## src/rtl/pe_pkg.sv

```systemverilog
// rtl/pe_pkg.sv - shared widths, bank index type and saturation bounds for the weight-stationary PE
package pe_pkg;

    localparam int DEF_ADD_BW = 32;
    localparam int DEF_MUL_BW = 16;
    localparam int SAT_BW     = 64;

    typedef logic bank_idx_t;

    // Bounds are returned SAT_BW wide; callers slice the low add_bw bits.
    function automatic logic [SAT_BW-1:0] sat_max(input int add_bw, input bit sgn);
        logic [SAT_BW-1:0] one;
        one = SAT_BW'(1);
        sat_max = sgn ? ((one << (add_bw - 1)) - one) : ((one << add_bw) - one);
    endfunction

    function automatic logic [SAT_BW-1:0] sat_min(input int add_bw, input bit sgn);
        logic [SAT_BW-1:0] one;
        one = SAT_BW'(1);
        sat_min = sgn ? (one << (add_bw - 1)) : '0;
    endfunction

endpackage

```

## src/rtl/pe_mac.sv

```systemverilog
// rtl/pe_mac.sv - combinational multiply-accumulate; PE_SAT_EN selects clamping instead of wrap-around
module pe_mac
    import pe_pkg::*;
#(
    parameter int ADD_BW = DEF_ADD_BW,
    parameter int MUL_BW = DEF_MUL_BW,
    parameter bit SIGNED = 1'b0
) (
    input  logic [ADD_BW-1:0] psum,
    input  logic [MUL_BW-1:0] act,
    input  logic [MUL_BW-1:0] wgt,
    output logic [ADD_BW-1:0] sum
);

    logic [2*MUL_BW-1:0] act_x;
    logic [2*MUL_BW-1:0] wgt_x;
    logic [2*MUL_BW-1:0] prod;
    logic [ADD_BW-1:0]   prod_a;

    // Extending the operands first makes the low 2*MUL_BW product bits correct for either signedness.
    assign act_x = {{MUL_BW{SIGNED & act[MUL_BW-1]}}, act};
    assign wgt_x = {{MUL_BW{SIGNED & wgt[MUL_BW-1]}}, wgt};
    assign prod  = act_x * wgt_x;

    generate
        if (ADD_BW > 2*MUL_BW) begin : g_ext
            assign prod_a = {{(ADD_BW-2*MUL_BW){SIGNED & prod[2*MUL_BW-1]}}, prod};
        end else if (ADD_BW == 2*MUL_BW) begin : g_eq
            assign prod_a = prod;
        end else begin : g_trunc
            assign prod_a = prod[ADD_BW-1:0];
        end
    endgenerate

`ifdef PE_SAT_EN
    localparam logic [SAT_BW-1:0] HI_W = sat_max(ADD_BW, SIGNED);
    localparam logic [SAT_BW-1:0] LO_W = sat_min(ADD_BW, SIGNED);
    localparam logic [ADD_BW-1:0] HI   = HI_W[ADD_BW-1:0];
    localparam logic [ADD_BW-1:0] LO   = LO_W[ADD_BW-1:0];

    logic [ADD_BW:0] wide;

    assign wide = {SIGNED & psum[ADD_BW-1], psum} + {SIGNED & prod_a[ADD_BW-1], prod_a};

    // Signed overflow shows as the guard bit disagreeing with the result sign bit.
    always_comb begin
        sum = wide[ADD_BW-1:0];
        if (SIGNED) begin
            if (wide[ADD_BW] != wide[ADD_BW-1]) begin
                sum = wide[ADD_BW] ? LO : HI;
            end
        end else if (wide[ADD_BW]) begin
            sum = HI;
        end
    end
`else
    assign sum = psum + prod_a;
`endif

endmodule

```

## src/rtl/pe_ws_dbuf.sv

```systemverilog
// rtl/pe_ws_dbuf.sv - weight-stationary systolic PE with double-buffered weights; PE_SAT_EN enables saturating accumulate
module pe_ws_dbuf
    import pe_pkg::*;
#(
    parameter int ADD_BW = DEF_ADD_BW,
    parameter int MUL_BW = DEF_MUL_BW,
    parameter bit SIGNED = 1'b0
) (
    input  logic              clk,
    input  logic              rst,
    input  logic              i_load,
    input  logic              i_swap,
    input  logic              i_valid,
    input  logic [ADD_BW-1:0] i_top,
    input  logic [MUL_BW-1:0] i_left,
    output logic [ADD_BW-1:0] o_bot,
    output logic              o_valid,
    output logic              o_load,
    output logic [MUL_BW-1:0] o_right,
    output logic              o_right_valid,
    output logic              o_err
);

    logic [MUL_BW-1:0] bank [2];
    bank_idx_t         bank_sel;
    bank_idx_t         shadow_idx;
    logic [MUL_BW-1:0] active_w;
    logic [MUL_BW-1:0] shadow_old;
    logic [ADD_BW-1:0] mac_sum;

    // Compute sees the pre-swap active bank; load targets the post-swap shadow.
    assign active_w   = bank[bank_sel];
    assign shadow_idx = ~(bank_sel ^ i_swap);
    assign shadow_old = bank[shadow_idx];

    pe_mac #(
        .ADD_BW (ADD_BW),
        .MUL_BW (MUL_BW),
        .SIGNED (SIGNED)
    ) u_mac (
        .psum (i_top),
        .act  (i_left),
        .wgt  (active_w),
        .sum  (mac_sum)
    );

    always_ff @(posedge clk) begin
        if (!rst) begin
            bank[0]       <= '0;
            bank[1]       <= '0;
            bank_sel      <= 1'b0;
            o_bot         <= '0;
            o_valid       <= 1'b0;
            o_load        <= 1'b0;
            o_right       <= '0;
            o_right_valid <= 1'b0;
            o_err         <= 1'b0;
        end else begin
            o_right       <= i_left;
            o_right_valid <= i_valid & ~i_load;
            bank_sel      <= bank_sel ^ i_swap;
            if (i_load) begin
                bank[shadow_idx] <= i_top[MUL_BW-1:0];
                o_bot            <= ADD_BW'(shadow_old);
                o_load           <= 1'b1;
                o_valid          <= 1'b0;
                if (i_valid) begin
                    o_err <= 1'b1;
                end
            end else if (i_valid) begin
                o_bot   <= mac_sum;
                o_valid <= 1'b1;
                o_load  <= 1'b0;
            end else begin
                o_valid <= 1'b0;
                o_load  <= 1'b0;
            end
        end
    end

endmodule

```

## config.mk

```make
export PLATFORM = sky130hd
export DESIGN_NAME = pe_ws_dbuf
export DESIGN_NICKNAME = d
export VERILOG_FILES = /design/src/rtl/pe_pkg.sv /design/src/rtl/pe_mac.sv /design/src/rtl/pe_ws_dbuf.sv
export SDC_FILE = /design/constraint.sdc
export NUM_CORES = 1
export LEC_CHECK = 0
export ABC_AREA = 0
export ABC_CLOCK_PERIOD_IN_PS = 18300
export CORE_MARGIN = 3
export CORE_UTILIZATION = 55
export DETAILED_ROUTE_END_ITERATION = 8
export GPL_TIMING_DRIVEN = 1
export PLACE_DENSITY = 0.76
export SLEW_MARGIN = 20
export SYNTH_ARGS = -nofsm -noshare
export SYNTH_HDL_FRONTEND = slang
export SYNTH_SLANG_ARGS = --single-unit
```

## constraint.sdc

```tcl
create_clock -name clk -period 18.3 [get_ports clk]
set_input_delay 3.66 -clock clk [delete_from_list [all_inputs] [get_ports clk]]
set_output_delay 3.66 -clock clk [all_outputs]
set_load 0.02 [all_outputs]
```

Word level (Yosys, flattened, before mapping)
Memories as Yosys holds them, arrays and structs flattened. A register that Yosys moved wholly into a read port is not among the register bits.
Cells that the tools add are included.
Storage, ports and cells
  bits in read-only memories: 0
  logic and storage cells: 31
  register bits after elaboration: 53
  memories: 1
  latch bits: 0
  bits of input ports: 53
  RAM bits: 32
Memory list
  bank: depth 2, width 16, read ports 2, clocked after memory_dff 1, write ports 2, RTL line pe_ws_dbuf.sv:24  | logic [MUL_BW-1:0] bank [2];
Operators by class
  $mul: 1
  shifts and indexed selects: 0
  mux-type cells: 11
  eq/ne operators: 0
  $lt $le $gt $ge: 0
  add/subtract/negate cells: 1
  reduce and logical (&&, ||, !) cells: 4
  bitwise operators: 5
  divide/modulo/power cells: 0
Operator list (count)
  2-to-1 mux 16 bit: 3
  adder 32 bit: 1
  multiplier 16 x 16 -> 32 bit: 1
  OR reduction 16 bit: 1
  2-to-1 mux 1 bit: 8
  inverter 1 bit: 3
  AND reduction 2 bit: 1
  nonzero test 2 bit: 1
  OR reduction 2 bit: 1
  bitwise AND 1 bit: 1
  XOR 1 bit: 1

Depth between registers and ports, before layout
  depth after elaboration: 5
  mapped depth: 24
  depth with buffers taken out: 21

Hierarchy
Synthesis repeated with hierarchy kept, for this count alone.
Unflattened totals
  cells, all modules: 1422
  area total of the unflattened synthesis: 12978.7 µm²
Modules (own cells, without submodules)
  pe_mac: area each 9510.4 µm², seq. area each 0.0 µm², cells an instance 1124, instances 1
  pe_ws_dbuf: area each 3468.3 µm², seq. area each 2042.0 µm², cells an instance 298, instances 1

Least setup slack after synthesis
Ideal clock, no wire load.
  path kind: in2reg
  start: in i_left[12]
  end: reg o_bot[30]
  stages on the path: 19
  slack: 9.255 ns
  arrival time: 8.928 ns
  library setup time: 0.117 ns
  path through: clkbuf_1 > nand2_1 > fa_1 > inv_1 > fa_1 > fa_1 > fa_1 > fa_1 > inv_1 > fa_1 > inv_1 > ha_1 > clkbuf_1 > a21oi_1 > o21ai_1 > nor2b_1 > a311o_1 > or4_1 > a32o_1
Between the ends
  cells in the longest elaborated chain, start to end: 2
Ends and longest elaborated chain
  from (decl): RTL line pe_ws_dbuf.sv:15  | input logic [MUL_BW-1:0] i_left,
  multiplier 16 x 16 -> 32 bit: RTL line pe_mac.sv:23  | assign prod = act_x * wgt_x;
  adder 32 bit: RTL line pe_mac.sv:57  | assign sum = psum + prod_a;
  to (signal assigned): RTL line pe_ws_dbuf.sv:64  | o_bot <= ADD_BW'(shadow_old);
  to (signal assigned): RTL line pe_ws_dbuf.sv:71  | o_bot <= mac_sum;
  to (decl): RTL line pe_ws_dbuf.sv:16  | output logic [ADD_BW-1:0] o_bot,
Every way passes these cells.
A chain may end at the register's enable or synchronous reset.

Worst setup path in the final report
  start: in i_left[8]
  end: reg o_bot[30]
The elaborated chain is that of the path after synthesis.

==> qor.csv <==
metric;value;unit
outcome;completed;
worst skew pair latency;360;ps
Critical Path RT;18550;ps
Yosys top cell by area;fa_1;
most frequent CP cell;fa_1;
ranking of synthesized cells by area;fa_1 (34%), inv_1 (9.8%), ha_1 (9.5%), dfxtp_1 (8.3%), edfxtp_1 (7.3%);
startpoint types;primary input;
CTS Buf Count;9;
final wirelength;35100;um
hold crit path type;reg2reg;
MaxCap Viol Count;0;
clk sinks;86;
DRT Pass-1 Iters;5;
all-layer global routing usage;28.1;%
RD Place Congestion;0.959;
Seq cells post-synth;86;
H-tree depth;3;
gr ovfl total;0;
Vias/cell;5.62;
Layout area overhead;11.9;%
Final nets;1903;
Die X;160;um
fillers;1978;
postcts setup bufs;0;
hpwl dp;27400;um
RSZ-0062 raised after global routing;no;
initial antenna violation count;0;
Diodes inserted;0;
critical path class;in2reg;
TritonCTS clock tree;yes;
synthesis warning total;0;
Max Slew Vio Count;0;
slew of the pin with the lowest slew margin;1080;ps
DR DRC count;0;
Post-synth top flop;dfxtp_1;
worst rel slew slack;27.5;%
Non-Filler Instances;1844;
first-pass GRT wire length;56800;um
Synth async-reset ratio;0;%
EDFF count, synth;32;
clk slew on worst S/H paths;70;ps
Setup TNS;0;ps
Die Height;160;um
DRT iter0 DRCs;781;
number of port buffers;104;
count leader, synth;inv_1;
Post-Synthesis Cells;1468;
crit-path max cell delay;880;ps
CORE AREA;0.0230;sq mm
Syn Nets;1845;
placed cell count;1828;
Setup Skew;13.0;ps
cts repair resizes;0;
Synth top area share;34.4;%
final period utilization;56.1;%
via count;10366;
vias in the first global route;10778;
top cells by count, synth;inv_1 (342), fa_1 (225), nand2_1 (190), and2_1 (110), ha_1 (99);
IO Pins;105;
Max FO, Critical Path;17;
WL/cell;19.1;um
Routed Antenna Nets;0;
slowest cell on the critical path;clkdlybuf4s50_1;
worst path arrival time;10520;ps
minimum clock period;10270;ps
Initial Util;57.0;%
Mapped Avg Cell Area;8.92;sq um
Final Hold Vio Count;0;
CTS root buf;clkbuf_16;
post-synthesis cell type count;56;
share of cells above drive strength 1;3.00;%
CTS Hold Bufs;0;
largest net degree at the start of global routing;40;
FP Rows;55;
Setup-failing EPs final;0;
Post-Syn Area;0.0131;sq mm
CP cell instances;clkdlybuf4s50_1 -> nor2b_1 -> fa_1 -> inv_1 -> fa_1 -> fa_1 -> inv_1 -> fa_1 -> fa_1 -> inv_1 -> fa_1 -> inv_1 -> ha_1 -> nand3_1 -> nor2_1 -> o211ai_1 -> a2111oi_0 -> o31ai_1 -> a32o_1;
Max Freq;97.4;MHz
clk buf depth;2;
Die ar.;0.0257;sq mm
Crit. End Element;register;
register area share after synthesis;15.6;%
cells in the final DEF (no fill, tap or decap), types with 5 or more instances in the layout:
master             n
a21o_1            12
ha_1              99
a32o_1             8
clkbuf_16          9
fa_1             225
nand4_1            9
or3_1             11
inv_1            342
nor2_1            18
clkdlybuf4s50_1  104
a211oi_1          12
edfxtp_1          32
mux2_2            13
nand2b_1           9
a311oi_1           9
nor3_1             9
nand3_1           18
a31oi_1            6
o21ai_0           22
xnor2_1            6
and3_1            22
nand2_1          190
buf_4              8
o21a_1             8
nor2b_1           51
xor2_1             5
and2_1           110
o21bai_1           6
mux2i_1            7
a21oi_1           36
dfxtp_1           54
layer usage:
metal / wire (um) / share of wire (%) / up-vias / GRT usage, %
met5: 0 / 0 / - / 0
met4: 985 / 2.8 / 0 / 8.99
met3: 2010 / 5.7 / 70 / 4.10
met2: 18500 / 53 / 410 / 49.9
met1: 13700 / 39 / 5249 / 35.3
li1: - / - / 4637 / -
kinds of logic (layout without fill, tap and decap cells):
logic type	after synthesis	after routing	share of synthesized area (%)
xor gates and xnor gates	12	12	0.803
buffers and inverters	408	471	11.7
muxes	23	23	1.88
AOI/OAI and AO/OA	153	153	8.20
DFF	86	86	15.6
and+or+nand+nor	462	462	17.9
adders and majority gates	324	324	43.9
worst paths after layout:
path	startpoint	endpoint	slack (ps)	depth (start not counted)
min reg2reg	o_bot[17]	o_bot[17]	450	2
min	o_bot[17]	o_bot[17]	450	2
max reg2reg	register	o_bot[30]	10840	18
max	i_left[8]	o_bot[30]	8030	19
layout make-up:
cell class,count,area [sq um],share of cell area (%)
Multi-Input combinational cell,974,9540,65.1
Timing Repair Buffer,112,1100,7.51
Clock buffer,9,225,1.54
Tap cell,313,392,2.67
Clock inverter,7,65.1,0.444
Sequential cell,86,2040,13.9
Inverter,343,1290,8.79
stage by stage:
stage	cell area (sq um)	hold slack [ps]	util, %	worst slack [ps]
after floorplan	13100	536	-	9250
after global placement	14400	439	62.5	8010
after detailed placement	14400	441	62.5	7860
after CTS	14700	458	63.8	8250
after global routing	14700	479	63.8	7810
final	14700	453	63.8	8030
state kept, by name, summed over array words and instances (netlist names), named ones only:
| register | flops |
|---|---|
| bank | 32 |
| o_bot | 32 |
| o_right | 16 |
| bank_sel | 1 |
| o_err | 1 |
| o_load | 1 |
| o_right_valid | 1 |
| o_valid | 1 |
critical path: cells and delay by family:
family | cells | cell delay (ps)
AOI/OAI and AO/OA | 4 | 1480
adders and majority gates | 7 | 3410
buffers and inverters | 5 | 1090
and+or+nand+nor | 3 | 870
Power is left out: the tool's default activity adds up to more than one toggle a clock period on the data nets, which glitch-free logic cannot reach.
